## config.mk

```make
export PLATFORM = sky130hd
export DESIGN_NAME = id_ex_operand_stage
export DESIGN_NICKNAME = d
export VERILOG_FILES = /design/src/rtl/pipe_pkg.sv /design/src/rtl/operand_fwd_sel.sv /design/src/rtl/id_ex_operand_stage.sv
export SDC_FILE = /design/constraint.sdc
export NUM_CORES = 1
export LEC_CHECK = 0
export BUFFER_PORTS_ARGS = -buffer_cell sky130_fd_sc_hd__buf_4
export CAP_MARGIN = 15
export CORE_ASPECT_RATIO = 0.6
export CORE_MARGIN = 3
export CORE_UTILIZATION = 50
export CTS_CLUSTER_DIAMETER = 30
export DETAILED_ROUTE_END_ITERATION = 6
export GPL_ROUTABILITY_DRIVEN = 1
export HOLD_SLACK_MARGIN = 0.12
export PLACE_DENSITY = 0.82
export SLEW_MARGIN = 5
export SYNTH_ARGS = -nofsm -noshare
export SYNTH_HDL_FRONTEND = slang
export SYNTH_SLANG_ARGS = --single-unit
```

## constraint.sdc

```tcl
create_clock -name CLK -period 2.8 [get_ports CLK]
set_input_delay 0 -clock CLK [delete_from_list [all_inputs] [get_ports CLK]]
set_output_delay 0 -clock CLK [all_outputs]
set_load 0.005 [all_outputs]
```

## src/rtl/pipe_pkg.sv

```systemverilog
// rtl/pipe_pkg.sv - shared widths, forward-select encoding and ID/EX register layout
// Imported by id_ex_operand_stage and operand_fwd_sel.
package pipe_pkg;

   localparam int XLEN = 32;
   localparam int RA_W = 5;

   typedef enum logic [1:0] {
      SEL_REG = 2'b00,
      SEL_MEM = 2'b01,
      SEL_WB  = 2'b10
   } fwd_sel_t;

   typedef struct packed {
      logic            valid;
      logic [RA_W-1:0] rs1_addr;
      logic [XLEN-1:0] rs1_data;
      logic [RA_W-1:0] rs2_addr;
      logic [XLEN-1:0] rs2_data;
      logic [RA_W-1:0] rd;
      logic            reg_write;
      logic            mem_read;
   } id_ex_t;

   // True when the retiring write-back targets a real register matching addr.
   function automatic logic wb_hit(input logic we, input logic [RA_W-1:0] rd,
                                   input logic [RA_W-1:0] addr);
      return we && (rd != '0) && (rd == addr);
   endfunction

endpackage

```

## src/rtl/operand_fwd_sel.sv

```systemverilog
// rtl/operand_fwd_sel.sv - per-source forward select for one stored EX operand
// x0 always reads zero; EX/MEM beats MEM/WB, otherwise the stored value is used.
module operand_fwd_sel
   import pipe_pkg::*;
#(
   parameter int XLEN = pipe_pkg::XLEN,
   parameter int RA_W = pipe_pkg::RA_W
) (
   input  logic [RA_W-1:0] addr_i,
   input  logic [XLEN-1:0] data_i,
   input  logic [RA_W-1:0] mem_rd_i,
   input  logic            mem_reg_write_i,
   input  logic [XLEN-1:0] mem_result_i,
   input  logic [RA_W-1:0] wb_rd_i,
   input  logic            wb_reg_write_i,
   input  logic [XLEN-1:0] wb_result_i,
   output fwd_sel_t        sel_o,
   output logic [XLEN-1:0] value_o
);

   always_comb begin
      sel_o   = SEL_REG;
      value_o = data_i;
      if (addr_i == '0) begin
         value_o = '0;
      end else if (mem_reg_write_i && (mem_rd_i == addr_i)) begin
         sel_o   = SEL_MEM;
         value_o = mem_result_i;
      end else if (wb_reg_write_i && (wb_rd_i == addr_i)) begin
         sel_o   = SEL_WB;
         value_o = wb_result_i;
      end
   end

endmodule

```

## src/rtl/id_ex_operand_stage.sv

```systemverilog
// rtl/id_ex_operand_stage.sv - ID/EX register with operand forwarding and load-use bubble
// Optional FWD_STATS_EN adds saturating forward/bubble counters.
module id_ex_operand_stage
   import pipe_pkg::*;
#(
   parameter int XLEN = pipe_pkg::XLEN,
   parameter int RA_W = pipe_pkg::RA_W
) (
   input  logic            CLK,
   input  logic            RESET,
   input  logic            ID_VALID,
   input  logic [RA_W-1:0] ID_RS1_ADDR,
   input  logic [RA_W-1:0] ID_RS2_ADDR,
   input  logic            ID_RS1_USE,
   input  logic            ID_RS2_USE,
   input  logic [XLEN-1:0] ID_RS1_DATA,
   input  logic [XLEN-1:0] ID_RS2_DATA,
   input  logic [RA_W-1:0] ID_RD,
   input  logic            ID_REG_WRITE,
   input  logic            ID_MEM_READ,
   input  logic            STALL,
   input  logic            FLUSH,
   input  logic [RA_W-1:0] MEM_RD,
   input  logic            MEM_REG_WRITE,
   input  logic [XLEN-1:0] MEM_RESULT,
   input  logic [RA_W-1:0] WB_RD,
   input  logic            WB_REG_WRITE,
   input  logic [XLEN-1:0] WB_RESULT,
   output logic            EX_VALID,
   output logic [XLEN-1:0] EX_OP1,
   output logic [XLEN-1:0] EX_OP2,
   output logic [RA_W-1:0] EX_RD,
   output logic            EX_REG_WRITE,
   output logic            EX_MEM_READ,
   output logic            LOAD_USE_STALL
`ifdef FWD_STATS_EN
   ,output logic [31:0]    FWD_MEM_CNT
   ,output logic [31:0]    FWD_WB_CNT
   ,output logic [31:0]    BUBBLE_CNT
`endif
);

   id_ex_t   ex_q, ex_d;
   fwd_sel_t sel1, sel2;
   logic     load_use;

   operand_fwd_sel #(.XLEN(XLEN), .RA_W(RA_W)) u_fwd_rs1 (
      .addr_i(ex_q.rs1_addr), .data_i(ex_q.rs1_data),
      .mem_rd_i(MEM_RD), .mem_reg_write_i(MEM_REG_WRITE), .mem_result_i(MEM_RESULT),
      .wb_rd_i(WB_RD), .wb_reg_write_i(WB_REG_WRITE), .wb_result_i(WB_RESULT),
      .sel_o(sel1), .value_o(EX_OP1)
   );

   operand_fwd_sel #(.XLEN(XLEN), .RA_W(RA_W)) u_fwd_rs2 (
      .addr_i(ex_q.rs2_addr), .data_i(ex_q.rs2_data),
      .mem_rd_i(MEM_RD), .mem_reg_write_i(MEM_REG_WRITE), .mem_result_i(MEM_RESULT),
      .wb_rd_i(WB_RD), .wb_reg_write_i(WB_REG_WRITE), .wb_result_i(WB_RESULT),
      .sel_o(sel2), .value_o(EX_OP2)
   );

   always_comb begin
      load_use = ID_VALID && ex_q.valid && ex_q.mem_read && (ex_q.rd != '0)
              && ((ID_RS1_USE && (ID_RS1_ADDR == ex_q.rd)) ||
                  (ID_RS2_USE && (ID_RS2_ADDR == ex_q.rd)))
              && !FLUSH && !STALL;
   end

   always_comb begin
      ex_d = ex_q;
      if (FLUSH) begin
         ex_d.valid     = 1'b0;
         ex_d.reg_write = 1'b0;
         ex_d.mem_read  = 1'b0;
      end else if (STALL) begin
         // Capture WB values now; once WB retires the forward path disappears.
         if (sel1 == SEL_WB) ex_d.rs1_data = WB_RESULT;
         if (sel2 == SEL_WB) ex_d.rs2_data = WB_RESULT;
      end else if (load_use) begin
         ex_d.valid     = 1'b0;
         ex_d.reg_write = 1'b0;
         ex_d.mem_read  = 1'b0;
      end else begin
         ex_d.valid     = ID_VALID;
         ex_d.rs1_addr  = ID_RS1_ADDR;
         ex_d.rs2_addr  = ID_RS2_ADDR;
         ex_d.rs1_data  = wb_hit(WB_REG_WRITE, WB_RD, ID_RS1_ADDR) ? WB_RESULT : ID_RS1_DATA;
         ex_d.rs2_data  = wb_hit(WB_REG_WRITE, WB_RD, ID_RS2_ADDR) ? WB_RESULT : ID_RS2_DATA;
         ex_d.rd        = ID_RD;
         ex_d.reg_write = ID_REG_WRITE & ID_VALID;
         ex_d.mem_read  = ID_MEM_READ;
      end
   end

   always_ff @(posedge CLK) begin
      if (RESET) ex_q <= '0;
      else       ex_q <= ex_d;
   end

   assign EX_VALID       = ex_q.valid;
   assign EX_RD          = ex_q.rd;
   assign EX_REG_WRITE   = ex_q.reg_write;
   assign EX_MEM_READ    = ex_q.mem_read;
   assign LOAD_USE_STALL = load_use;

`ifdef FWD_STATS_EN
   logic [31:0] fwd_mem_cnt_q, fwd_wb_cnt_q, bubble_cnt_q;
   logic [1:0]  n_mem, n_wb;

   function automatic logic [31:0] sat_add(input logic [31:0] c, input logic [1:0] inc);
      logic [32:0] s;
      s = {1'b0, c} + {31'b0, inc};
      return s[32] ? 32'hFFFF_FFFF : s[31:0];
   endfunction

   assign n_mem = {1'b0, sel1 == SEL_MEM} + {1'b0, sel2 == SEL_MEM};
   assign n_wb  = {1'b0, sel1 == SEL_WB} + {1'b0, sel2 == SEL_WB};

   always_ff @(posedge CLK) begin
      if (RESET) begin
         fwd_mem_cnt_q <= '0;
         fwd_wb_cnt_q  <= '0;
         bubble_cnt_q  <= '0;
      end else begin
         if (ex_q.valid && !STALL) begin
            fwd_mem_cnt_q <= sat_add(fwd_mem_cnt_q, n_mem);
            fwd_wb_cnt_q  <= sat_add(fwd_wb_cnt_q, n_wb);
         end
         if (load_use) bubble_cnt_q <= sat_add(bubble_cnt_q, 2'd1);
      end
   end

   assign FWD_MEM_CNT = fwd_mem_cnt_q;
   assign FWD_WB_CNT  = fwd_wb_cnt_q;
   assign BUBBLE_CNT  = bubble_cnt_q;
`endif

endmodule
```

# Word level (Yosys, flattened, before mapping)
# Cells that the tools add are included.
op_classes:
  mux: 21
  n_eq_ne: 13
  reduce_logical: 26
  bitwise_logic: 4
ops:
  columns: ["op", "n"]
  rows:
  - ["$mux 32", 12]
  - ["$mux 74", 1]
  - ["$eq 5x5->1", 8]
  - ["$logic_and 1x1->1", 15]
  - ["$mux 2", 7]
  - ["$logic_not 5->1", 2]
  - ["$reduce_bool 5->1", 2]
  - ["$reduce_and 3->1", 3]
  - ["$eq 2x2->1 const B", 2]
  - ["$ne 2x1->1 const B", 2]
  - ["$not 1->1", 3]
  - ["$logic_not 1->1", 2]
  - ["$ne 2x2->1 const B", 1]
  - ["$reduce_or 2->1", 1]
  - ["$and 1x1->1", 1]
  - ["$logic_or 1x1->1", 1]
  - ["$mux 1", 1]
word_totals:
  wordCells: 72
  register_bits: 82
  output_inout_bits: 73
  inputBits: 164

# Logic depth before layout (Yosys ltp)
logic_depth:
  word_depth: 8
  mapped_depth: 10
  depth_no_buf: 6

# Cells and area by module
# From an unflattened synthesis, not the netlist that was laid out.
hier_totals:
  cells_unflattened: 1082
  hier_area_um2: 8159.1
by_module_without_submodules:
  columns: ["mod", "area_each_um2", "seq_area_each_um2", "n_inst", "cells_per_inst"]
  rows:
  - ["id_ex_operand_stage", 4668.2, 1641.6, 1, 502]
  - ["operand_fwd_sel", 1745.4, 0.0, 2, 290]

# Worst setup path before layout
# Ideal clock, no wire load.
synth_timing:
  kind: "register to register"
  start: "register ex_q[77] (netlist name)"
  end: "register ex_q[47] (netlist name)"
  t_arrival_ns: 1.980
  setup_time_ns: 0.080
  period_less_slack_ns: 2.060
  required_time_ns: 2.720
  setup_slack_ns: 0.740
  n_path_buf: 3
  path_stages_with_launch: 10
  cell_sequence: "dfxtp_1 or4_4 nor2_4 nor2_1 and3_1 clkbuf_1 or2_1 buf_2 buf_6 a211oi_2"
synth_between:
  elab_chain_cells: 8
  elab_cells_between_ends: 11
  classes_between: "eq/ne (4); mux (3); reduce/logical (4)"
synth_lines:
  columns: ["item", "line_no", "text"]
  rows:
  - ["from (decl)", "id_ex_operand_stage.sv:43", "id_ex_t ex_q, ex_d;"]
  - ["from (signal assigned)", "id_ex_operand_stage.sv:95", "if (RESET) ex_q <= '0;"]
  - ["from (signal assigned)", "id_ex_operand_stage.sv:96", "else ex_q <= ex_d;"]
  - ["$eq 5x5->1", "operand_fwd_sel.sv:29", "end else if (wb_reg_write_i && (wb_rd_i == addr_i)) begin"]
  - ["$logic_and 1x1->1", "operand_fwd_sel.sv:29", null]
  - ["$mux 2", "operand_fwd_sel.sv:29", null]
  - ["$mux 2", "operand_fwd_sel.sv:26", "end else if (mem_reg_write_i && (mem_rd_i == addr_i)) begin"]
  - ["$mux 2 (*)", "operand_fwd_sel.sv:24", "if (addr_i == '0) begin"]
  - ["$eq 2x2->1 (*)", "id_ex_operand_stage.sv:76", "if (sel1 == SEL_WB) ex_d.rs1_data = WB_RESULT;"]
  - ["$ne 2x1->1 (no line) (*)", null, null]
  - ["$reduce_and 3->1 (no line) (*)", null, null]
# Mark *: on every way between the ends. The rest lies on a longest branch, timed or not.
# A chain may end at the register's enable or synchronous reset.

# Worst setup path in the final report
layout_timing:
  start: "register ex_q, in the netlist EX_RD[3]"
  end: "register ex_q[44] (netlist name)"
layout_between:
  elab_chain_cells: 8
  elab_cells_between_ends: 12
  classes_between: "eq/ne (3); reduce/logical (9)"
layout_lines:
  columns: ["item", "line_no", "text"]
  rows:
  - ["$eq 5x5->1, on equally long branches", "id_ex_operand_stage.sv:63, id_ex_operand_stage.sv:64", null]
  - ["$logic_and 1x1->1, on equally long branches", "id_ex_operand_stage.sv:63, id_ex_operand_stage.sv:64", null]
  - ["$logic_or 1x1->1", "id_ex_operand_stage.sv:63", "&& ((ID_RS1_USE && (ID_RS1_ADDR == ex_q.rd)) ||"]
  - ["$logic_and 1x1->1 (*)", "id_ex_operand_stage.sv:63", null]
  - ["$logic_and 1x1->1 (*) (2 in series)", "id_ex_operand_stage.sv:65", "&& !FLUSH && !STALL;"]
  - ["$ne 2x2->1 (no line) (*)", null, null]
  - ["$reduce_and 3->1 (no line) (*)", null, null]
# Marked as above.

==> results.cfg <==
[global_route]
grt_pass1_vias = 7359
grt_util_all_layers = 0.363
antenna_found_initial = 0
grt_overflow = 0
grt_pass1_wl_mm = 39.1
grt_max_degree = 67

[timing]
timing.fmax_ghz = 0.372
finalSetupViolCount = 0
slew-limit-headroom = 0.293
clock_skew_ns = 0.00699
drv_slew = 0
finalCritPeriodShare = 0.959
hold_viol = 0
tightest_slew_ns = 1.06
post-route-min-period_ns = 2.69

[power_and_ir_drop]
leakagePower_nw = 3.56
finalPower_mw = 3.64
ir_worst_vdd_uv = 296
p_per_area_nw_per_um2 = 395

[clock_tree]
cts_made_buffers = 9
h-tree-depth = 3
cts_tree = yes
clk_path_buf_depth = 2
clock_sinks = 82
cts-root-buf = clkbuf_16
clk_latency_ns = 0.34
clk_pin_slew_ns = 0.06
postCtsSetupRepairBufs = 0

[cells_and_area]
seq_area_um2 = 1640
drive_gt1_frac = 0.360
multi_input_area_um2 = 3940
fillCellCount = 716
final_nets = 1140
antenna_cells = 0
post_layout_nonfiller_instances = 1141
fin_util = 0.805
syn_to_final_growth_pct = 55.3

[detailed_routing]
vias = 7120
drcViolationCount = 0
dr.pass1.iters = 5
ant_nets = 0
viasPerCell = 6.24
drt_wl_total_mm = 25.0
drt_iter0_drc = 531
wl_per_cell_um = 21.9

[logic_synthesis]
synthCells = 674
yosys_warnings = 0
synth_most_common_cell = nor2_1
synth_ff_type = dfxtp_1
yosysSeqAreaShare = 0.277
synthTopCellsByArea = dfxtp_1, mux2i_1, a211oi_2
synth_edf_count = 0
synth-seq-cells = 82
synth.top_cell.area_share = 0.277
syn_area_um2 = 5940
synthTopCellsByCount = nor2_1, dfxtp_1, mux2i_1, a211oi_1, nor3_1
synthArstFlopShare = 0
ys_types = 35
avgSynthCellArea_um2 = 8.81
synth_top_area_cell = dfxtp_1
syn-num-nets = 838

[floorplan]
core_area_um2 = 11400
fp.dieArea_um2 = 13300
die_w_um = 147
num_rows = 30
io_pins = 237
die_height_um = 90.4
start_util = 0.519

[placement]
dp.cells = 1007
finalWeightedCongestion = 0.856
io_buffers = 236
hpwlAfterDp_mm = 15.6

[critical_path]
crit_path_end_kind = flip-flop
path_class = reg2reg
critPathArrivalTime_ns = 2.86
worstSetupStartpointType = flip-flop
cp_data_required_time_ns = 2.97
path_max_fanout = 16

[outcome]
status = completed

[worst_hold_path]
hold_class = in2reg

[job]
cap_viol_max_count = 0
[layout by cell type (no fill, tap or decap), types with 6 or more instances in the layout]
cell and n:
dfxtp_1 82, a211oi_1 68, clkbuf_16 9, nand2_1 6
buf_4 255, xnor2_1 24, a22oi_1 64, nor2_1 83
nor3_1 67, a211oi_2 60, xor2_1 16, dlygate4sd3_1 118
mux2i_1 79
[critical path, cell delays in order, from the launching register on]
cell and delay, ns:
dfxtp_1 0.51, xnor2_1 0.17, nand4_1 0.13, o22ai_2 0.36, buf_4 0.24, a2bb2oi_4 0.06, buf_4 0.22, a22oi_1 0.19
dlygate4sd3_1 0.57, a211oi_1 0.06
[sequential cells by signal, indices dropped and copies added, names as in the netlist]
| register | flops |
|---|---|
| ex_q | 74 |
| EX_RD | 5 |
| EX_MEM_READ | 1 |
| EX_VALID | 1 |
| EX_REG_WRITE | 1 |
[layout make-up]
| class | instances | area share |
|---|---|---|
| Clock inverter | 6 | 0.00719 |
| Clock buffer | 10 | 0.0259 |
| Sequential cell | 82 | 0.178 |
| Multi-Input combinational cell | 508 | 0.427 |
| Tap cell | 160 | 0.0217 |
| Timing Repair Buffer | 375 | 0.340 |
[power breakdown]
part	leakage, nW	internal [mW]	switching (mW)
Combinational	2.74	0.577	0.553
Sequential	0.675	1.24	0.0558
Clock	0.141	0.715	0.495
[per-layer routing]
layer | vias up | track usage | part of all wire | wire length, µm
met2 | 499 | 0.599 | 0.47 | 11800
li1 | 3151 | - | - | -
met5 | - | 0 | 0 | 0
met4 | 0 | 0.139 | 0.031 | 767
met1 | 3386 | 0.458 | 0.39 | 9810
met3 | 84 | 0.0888 | 0.10 | 2600
[metrics by stage]
stage,setup TNS (ns),instance area [µm²],hold slack (ns),setup WS (ns)
floorplan,0,5940,0.137,0.740
global placement,0,7720,0.239,0.467
detailed placement,0,7720,0.248,0.313
CTS,0,9210,0.277,0.0511
global route,-0.00103,9220,0.317,-0.00103
finish,0,9220,0.297,0.114
[cells by family (layout without fill, tap and decap cells)]
group	count (synthesis)	in the layout	synth area share
buf+inv	84	391	0.0735
mux	79	79	0.133
xor+xnor	40	40	0.0590
flops	82	82	0.277
simple gates	187	187	0.151
compound gates	202	202	0.307
[worst paths after layout]
kind / start / cells past startpoint / slack (ns) / endpoint
worst max-delay path: EX_RD[3]$_SDFFE_PP0P_ / 9 / 0.11 / ex_q[44]$_SDFFE_PP0P_
worst min register to register: ex_q[40]$_SDFFE_PP0P_ / 2 / 0.59 / ex_q[40]$_SDFFE_PP0P_
worst max register to register: EX_RD[3]$_SDFFE_PP0P_ / 9 / 0.11 / ex_q[44]$_SDFFE_PP0P_
worst min-delay path: RESET / 2 / 0.30 / ex_q[40]$_SDFFE_PP0P_
[timing repair]
item,4_1_cts,5_1_grt
gates resized for setup,0,2
endpoints found under the hold margin,82,0
setup endpoints to repair,0,2
hold buffers,118,0
Power figures use the tool's default switching activity.
